### src/rtl/load_pkg.sv
// load_pkg: shared funct3 encodings, FSM states and size decode for the load unit
package load_pkg;
  localparam logic [2:0] F3_LB  = 3'b000;
  localparam logic [2:0] F3_LH  = 3'b001;
  localparam logic [2:0] F3_LW  = 3'b010;
  localparam logic [2:0] F3_LD  = 3'b011;
  localparam logic [2:0] F3_LBU = 3'b100;
  localparam logic [2:0] F3_LHU = 3'b101;
  localparam logic [2:0] F3_LWU = 3'b110;
  localparam logic [2:0] F3_ILL = 3'b111;
  typedef enum logic [1:0] {IDLE, ISSUE, DRAIN, RESP} state_t;
  function automatic logic [3:0] f3_bytes(input logic [2:0] f3);
    return f3[1:0] == 2'b00 ? 4'd1 : f3[1:0] == 2'b01 ? 4'd2 : f3[1:0] == 2'b10 ? 4'd4 : 4'd8;
  endfunction
endpackage

### src/rtl/load_extend.sv
// load_extend: sign/zero extension of an assembled little-endian load result
module load_extend
  import load_pkg::*;
(
  input  logic [63:0] i_data,
  input  logic [2:0]  i_funct3,
  output logic [63:0] o_data
);
  logic w_sx;
  assign w_sx = ~i_funct3[2];
  assign o_data = i_funct3 == F3_LD ? i_data :
                  i_funct3[1:0] == 2'b00 ? {{56{w_sx & i_data[7]}}, i_data[7:0]} :
                  i_funct3[1:0] == 2'b01 ? {{48{w_sx & i_data[15]}}, i_data[15:0]} :
                  i_funct3[1:0] == 2'b10 ? {{32{w_sx & i_data[31]}}, i_data[31:0]} : i_data;
endmodule

### src/rtl/load_unit.sv
// load_unit: byte-serial load sequencer with range check and size/sign extension
module load_unit
  import load_pkg::*;
#(
  parameter int MEM_BYTES = 512
) (
  input  logic        clk,
  input  logic        reset,
  input  logic        req_valid,
  output logic        req_ready,
  input  logic [63:0] req_addr,
  input  logic [2:0]  req_funct3,
  output logic        mem_rd_en,
  output logic [63:0] mem_addr,
  input  logic [7:0]  mem_rd_data,
  output logic        resp_valid,
  input  logic        resp_ready,
  output logic [63:0] resp_data,
  output logic        resp_err
);
  state_t      r_state, w_next;
  logic [63:0] r_addr, r_data, w_ext;
  logic [2:0]  r_f3, r_idx, r_cap_idx;
  logic        r_err, r_cap_en, w_accept, w_err, w_last;
  logic [3:0]  w_n;
  logic [64:0] w_end;
  assign w_accept = r_state == IDLE && req_valid;
  assign w_end = {1'b0, req_addr} + 65'(f3_bytes(req_funct3));
  assign w_err = req_funct3 == F3_ILL || w_end > 65'(MEM_BYTES);
  assign w_n = f3_bytes(r_f3);
  assign w_last = {1'b0, r_idx} == w_n - 4'd1;
  assign req_ready = r_state == IDLE;
  assign mem_rd_en = r_state == ISSUE;
  assign mem_addr = r_state == ISSUE ? r_addr + {61'd0, r_idx} : '0;
  assign resp_valid = r_state == RESP;
  assign resp_err = r_state == RESP && r_err;
  assign resp_data = r_state == RESP && !r_err ? w_ext : '0;
  load_extend u_ext (.i_data(r_data), .i_funct3(r_f3), .o_data(w_ext));
  // next state: DRAIN lasts one cycle because the final byte lands there
  always_comb begin
    w_next = r_state;
    case (r_state)
      IDLE:    w_next = req_valid ? (w_err ? RESP : ISSUE) : IDLE;
      ISSUE:   w_next = w_last ? DRAIN : ISSUE;
      DRAIN:   w_next = RESP;
      RESP:    w_next = resp_ready ? IDLE : RESP;
      default: w_next = IDLE;
    endcase
  end
  // state, request latch, strobe index and byte capture one cycle behind each strobe
  always_ff @(posedge clk) begin
    if (reset) begin
      r_state   <= IDLE;
      r_addr    <= '0;
      r_f3      <= '0;
      r_err     <= 1'b0;
      r_data    <= '0;
      r_idx     <= '0;
      r_cap_en  <= 1'b0;
      r_cap_idx <= '0;
    end else begin
      r_state   <= w_next;
      r_cap_en  <= r_state == ISSUE;
      r_cap_idx <= r_idx;
      if (w_accept) begin
        r_addr <= req_addr;
        r_f3   <= req_funct3;
        r_err  <= w_err;
        r_data <= '0;
        r_idx  <= '0;
      end
      if (r_state == ISSUE) r_idx <= r_idx + 3'd1;
      if (r_cap_en) r_data[{r_cap_idx, 3'b000} +: 8] <= mem_rd_data;
    end
  end
endmodule

### config.mk
export PLATFORM = sky130hd
export DESIGN_NAME = load_unit
export DESIGN_NICKNAME = d
export VERILOG_FILES = /design/src/rtl/load_pkg.sv /design/src/rtl/load_extend.sv /design/src/rtl/load_unit.sv
export SDC_FILE = /design/constraint.sdc
export NUM_CORES = 1
export LEC_CHECK = 0
export CORE_MARGIN = 10
export CORE_UTILIZATION = 55
export CTS_CLUSTER_SIZE = 28
export DETAILED_ROUTE_END_ITERATION = 10
export GPL_TIMING_DRIVEN = 0
export PLACE_DENSITY = 0.87
export SLEW_MARGIN = 20
export SYNTH_ARGS = -nofsm -noshare
export SYNTH_HDL_FRONTEND = slang
export SYNTH_SLANG_ARGS = --single-unit
### constraint.sdc
create_clock -name clk -period 6.7 [get_ports clk]
set_input_delay 1.005 -clock clk [delete_from_list [all_inputs] [get_ports clk]]
set_output_delay 1.005 -clock clk [all_outputs]
set_load 0.05 [all_outputs]
**Yosys cells after proc, flatten, opt, wreduce, memory -nomap -nowiden**

Cells that the tools add are included.

- Divide/modulo/power cells: 0
- $lt $le $gt $ge: 1
- Bitwise gates (word level): 4
- Shifts and indexed selects: 2
- Reductions and logical operators: 9
- Equal/unequal tests: 10
- $add $sub $neg: 5
- Mux-type cells: 23
- Multiply operators: 0

Operators with widths:

| operator | count |
|---|---|
| $mux W64 | 9 |
| $add A64 B4 Y65 | 1 |
| $gt A65 B10 Y1 const B | 1 |
| $add A64 B3 Y64 | 1 |
| $bwmux W64 | 1 |
| $shift A8 B8 Y64 const A | 1 |
| $shiftx A8 B8 Y64 | 1 |
| $mux W4 | 6 |
| $eq A2 B2 Y1 const B | 4 |
| $mux W2 | 4 |
| $neg A6 Y8 | 1 |
| $pmux W2 S4 | 1 |
| $eq A2 B1 Y1 const B | 3 |
| $logic_not A2 Y1 | 3 |
| $mux W3 | 2 |
| $eq A3 B4 Y1 | 1 |
| $sub A4 B1 Y4 const B | 1 |
| $add A3 B1 Y3 const B | 1 |
| $and A1 B1 Y1 | 3 |
| $eq A3 B2 Y1 const B | 1 |
| $eq A3 B3 Y1 const B | 1 |
| $logic_and A1 B1 Y1 | 3 |
| $reduce_bool A2 Y1 | 1 |
| $logic_not A1 Y1 | 1 |
| other kinds (2) | 2 |

- Input port bits: 79
- Output and inout bits: 132
- Bits in writable memories: 0
- Memories: 0
- Latch bits: 0
- Bits in read-only memories: 0
- Logic and storage cells: 62
- Flip-flop bits (word level): 141

**Logic depth before layout (Yosys ltp)**

- Depth in word-level cells: 10
- Gate-level depth with buffers: 12
- Mapped depth without buffers: 11

**By module**

From an unflattened synthesis, not the netlist that was laid out.

- Cells, all modules: 1,424
- Area, all modules: 9,903.2 µm²

Modules (own cells, without submodules):

| module | seq. area each (µm²) | cells an instance | area each (µm²) | instances |
|---|---|---|---|---|
| load_unit | 2,822.7 | 1,315 | 9,208.8 | 1 |
| load_extend | 0.0 | 109 | 694.4 | 1 |

**Worst setup path after synthesis**

OpenSTA, ideal clock, no wires.

- Path type: register -> output
- From: register r_addr[12]
- To: output port mem_addr[46]
- Arrival: 3,103 ps
- Path buffers: 0
- Stages on the path, launching flop included: 8
- Slack: 2,592 ps
- Data required time: 5,695 ps
- Cell sequence: dfxtp_1 and4_1 nand4_1 or4_1 nor4_2 nand2_1 or3_1 a21oi_1

- Longest elaborated chain between the ends: 2

Ends and longest elaborated chain:

| element | line | source |
|---|---|---|
| start: declaration | load_unit.sv:22 | `logic [63:0] r_addr, r_data, w_ext;` |
| start signal: assignment | load_unit.sv:66 | `r_addr <= req_addr;` |
| $add A64 B3 Y64 | load_unit.sv:34 | `assign mem_addr = r_state == ISSUE ? r_addr + {61'd0, r_idx} : '0;` |
| $mux W64 | load_unit.sv:34 |  |
| end: declaration | load_unit.sv:14 | `output logic [63:0] mem_addr,` |

Every way passes these cells.

**Worst setup path after layout**

- From: register r_addr[12]
- To: output port mem_addr[48]

The elaborated chain is that of the path after synthesis.

==> flow_metrics.tcl <==
set metrics [dict create \
    status "completed" \
    clkLatencyLatePin_ns 0.43 \
    stdcell_area_mm2 0.01208 \
    num_vias 10870 \
    core_area_mm2 0.01658 \
    postCtsSetupBuffers 0 \
    finalMaxSlewViolations 0 \
    tightest_slew_ns 0.9277 \
    fin_util_pct 72.84 \
    start_util_pct 56.12 \
    clk_pin_slew_ns 0.06 \
    ctsLongestPathBuffers 2 \
    rows 47 \
    setup_tns_ns 0 \
    synth-seq-area-share_pct 30.33 \
    synth-async-reset-ratio_pct 0 \
    placed_area_mm2 0.01148 \
    rsz0062_at_grt "false" \
    fillers 1382 \
    cts.sinks 141 \
    instances_no_fill 1771 \
    route.detailed.drc 0 \
    timing.fmax_mhz 188.9 \
    syn_to_final_growth_pct 29.79 \
    hold_viol 0 \
    critPathMaxFanout 6 \
    place.gp.congestion 0.9936 \
    final_nets 1629 \
    hold_path_class "flop to flop" \
    wl_per_cell_um 19.32 \
    cts_root_buffer "clkbuf_16" \
    antenna_left 0 \
    first_global_vias 10320 \
    grt_max_degree 17 \
    p_per_area_mw_per_mm2 221.4 \
    cp.required_ns 5.69 \
    routed_via_density 6.139 \
    postSynthAreaPerCell_um2 7.003 \
    holdBufCountCts 0 \
    grt_pass1_wl_mm 53.16 \
    wirelength_mm 34.21 \
    power_mw 2.675 \
    cts_tree "done" \
    startpoint_type "flop" \
    cts_buffers 17 \
    drive_above_1_share_pct 4.581 \
    place_inst 1739 \
    dieArea_mm2 0.02252 \
    die_y_um 150.1 \
    drt_iter0_drc 1099 \
    yosysWarnings 0 \
    p_leak_nw 3.920 \
    ys_ff_latch 141 \
    overflow 0 \
    dr.pass1.iters 6 \
    antenna_found_initial 1 \
    max_cap_viol_count 0 \
    grt.total_usage_pct 29.29 \
    path_class "flop to output pin" \
    cts.repair.resized 0 \
    arrival_ns 4.29 \
    timing.final.crit_period_ns 5.294 \
    crit_path_end_kind "output pin" \
    dp_hpwl_mm 26.06 \
    finalSetupViolCount 0 \
    fin_crit_sh_pct 79.01 \
    netlist_area_mm2 0.009306 \
    ys.flop_type "dfxtp_1" \
    max-slew-margin-rel_pct 38.02 \
    synth_cells 1329 \
    cts_max_level 4 \
    synth_cell_type_count 73 \
    synth_edf_count 0 \
    io_pins 211 \
    numPortBuffers 190 \
    skew_ns 0.008452 \
    ir_drop_v 0.0002236 \
    syn-num-nets 1420 \
    die_w_um 150.1 \
]
-- worst max-delay path: stages (launching register included) --
cell             delay (ns)
dfxtp_1                0.43
and4_1                 0.27
nand4_1                0.19
or4_1                  0.67
nor4_2                 0.62
nand2_1                0.25
or3_1                  0.35
a21oi_1                0.21
clkdlybuf4s50_1        0.86
-- metal layers --
metal / track usage, % / vias to the layer above / routed length [um]
met5: 0 / - / 0
met4: 14.38 / 0 / 1477
met3: 7.307 / 114 / 3699
met2: 47.67 / 630 / 15880
met1: 35.33 / 5024 / 13150
li1: - / 5104 / -
-- state kept, by name, indices dropped and copies added (netlist names) --
register,cells
r_f3,3
r_err,1
r_state,2
r_data,64
r_addr,64
r_idx,3
r_cap_idx,3
r_cap_en,1
-- synth_stat cells (12+ instances only) --
master,number,share of area [%]
nand4_1,37,2.5
nor2b_1,12,0.81
a21oi_1,179,9.6
nand2_1,275,11
nand3_1,107,5.8
o21a_1,41,3.3
inv_1,17,0.69
and4_1,12,1.1
o21ai_0,28,1.5
dfxtp_1,141,30
xor2_1,50,4.7
or3_1,19,1.3
nor3_1,31,1.7
clkbuf_1,69,2.8
and3_1,18,1.2
nor4_1,23,1.5
xnor2_1,26,2.4
nor2_1,87,3.5
and2_1,19,1.3
-- area by class of cell --
| class | instances | area (um2) | area share [%] |
|---|---|---|---|
| diodes | 1 | 2.502 | 0.02072 |
| plain buffers | 99 | 432.9 | 3.584 |
| clock buffers | 19 | 432.9 | 3.584 |
| clock inverters | 12 | 160.2 | 1.326 |
| inverters | 17 | 63.81 | 0.5283 |
| multi-input cells | 1072 | 5987 | 49.56 |
| flip-flops and latches | 141 | 2823 | 23.37 |
| well taps | 220 | 275.3 | 2.279 |
| repair buffers | 190 | 1902 | 15.74 |
-- placed cells by master, fill, tap and decap left out, types with 7 or more instances in the layout --
cell type        synthesis  final
inv_1                   17     17
and2_1                  19     19
buf_1                   10     10
nand3_1                107    107
o21ai_0                 28     28
ha_1                    10     10
nor3_1                  31     31
xnor2_1                 26     26
or4_1                    7      7
o21a_1                  41     41
and3_1                  18     18
nor2_1                  87     87
nor4_1                  23     23
a21oi_1                179    179
nand2_1                275    275
xor2_1                  50     50
dfxtp_1                141    141
nand4_1                 37     37
clkbuf_2                10     10
nor2b_1                 12     12
or3_1                   19     19
and4_1                  12     12
clkdlybuf4s50_1          0    190
clkbuf_16                0     17
clkbuf_1                69     71
-- through the flow --
stage                     setup WS, ns  hold slack (ns)
after floorplan                  2.592           0.4406
after global placement           1.744           0.4493
after detailed placement         1.727           0.4539
after CTS                        1.438           0.4624
after global routing             1.161           0.4782
final                            1.406           0.4673
-- final timing paths --
path	cells after the start	start	slack (ns)	end
worst max-delay path	8	r_addr[12]	1.41	mem_addr[48]
worst min-delay path	2	r_data[24]	0.47	r_data[24]
worst min register to register	2	r_data[24]	0.47	r_data[24]
worst max register to register	7	r_cap_idx[0]	4.10	r_data[29]
-- kinds of logic (layout without fill, tap and decap cells) --
kind of cell / count (synthesis) / after routing / share of synthesized area, %
AOI/OAI and AO/OA: 294 / 294 / 18.50
xor gates and xnor gates: 76 / 76 / 7.152
adders and majority gates: 12 / 12 / 1.775
buffers and inverters: 116 / 337 / 5.337
DFF: 141 / 141 / 30.33
muxes: 7 / 7 / 0.7664
other: 0 / 1 / 0
and+or+nand+nor: 683 / 683 / 36.14
-- report_power, final --
group / internal (mW) / switching (mW)
combinational: 0.230 / 0.509
sequential: 0.897 / 0.0649
clock: 0.588 / 0.387
(Power assumes the default switching activity.)
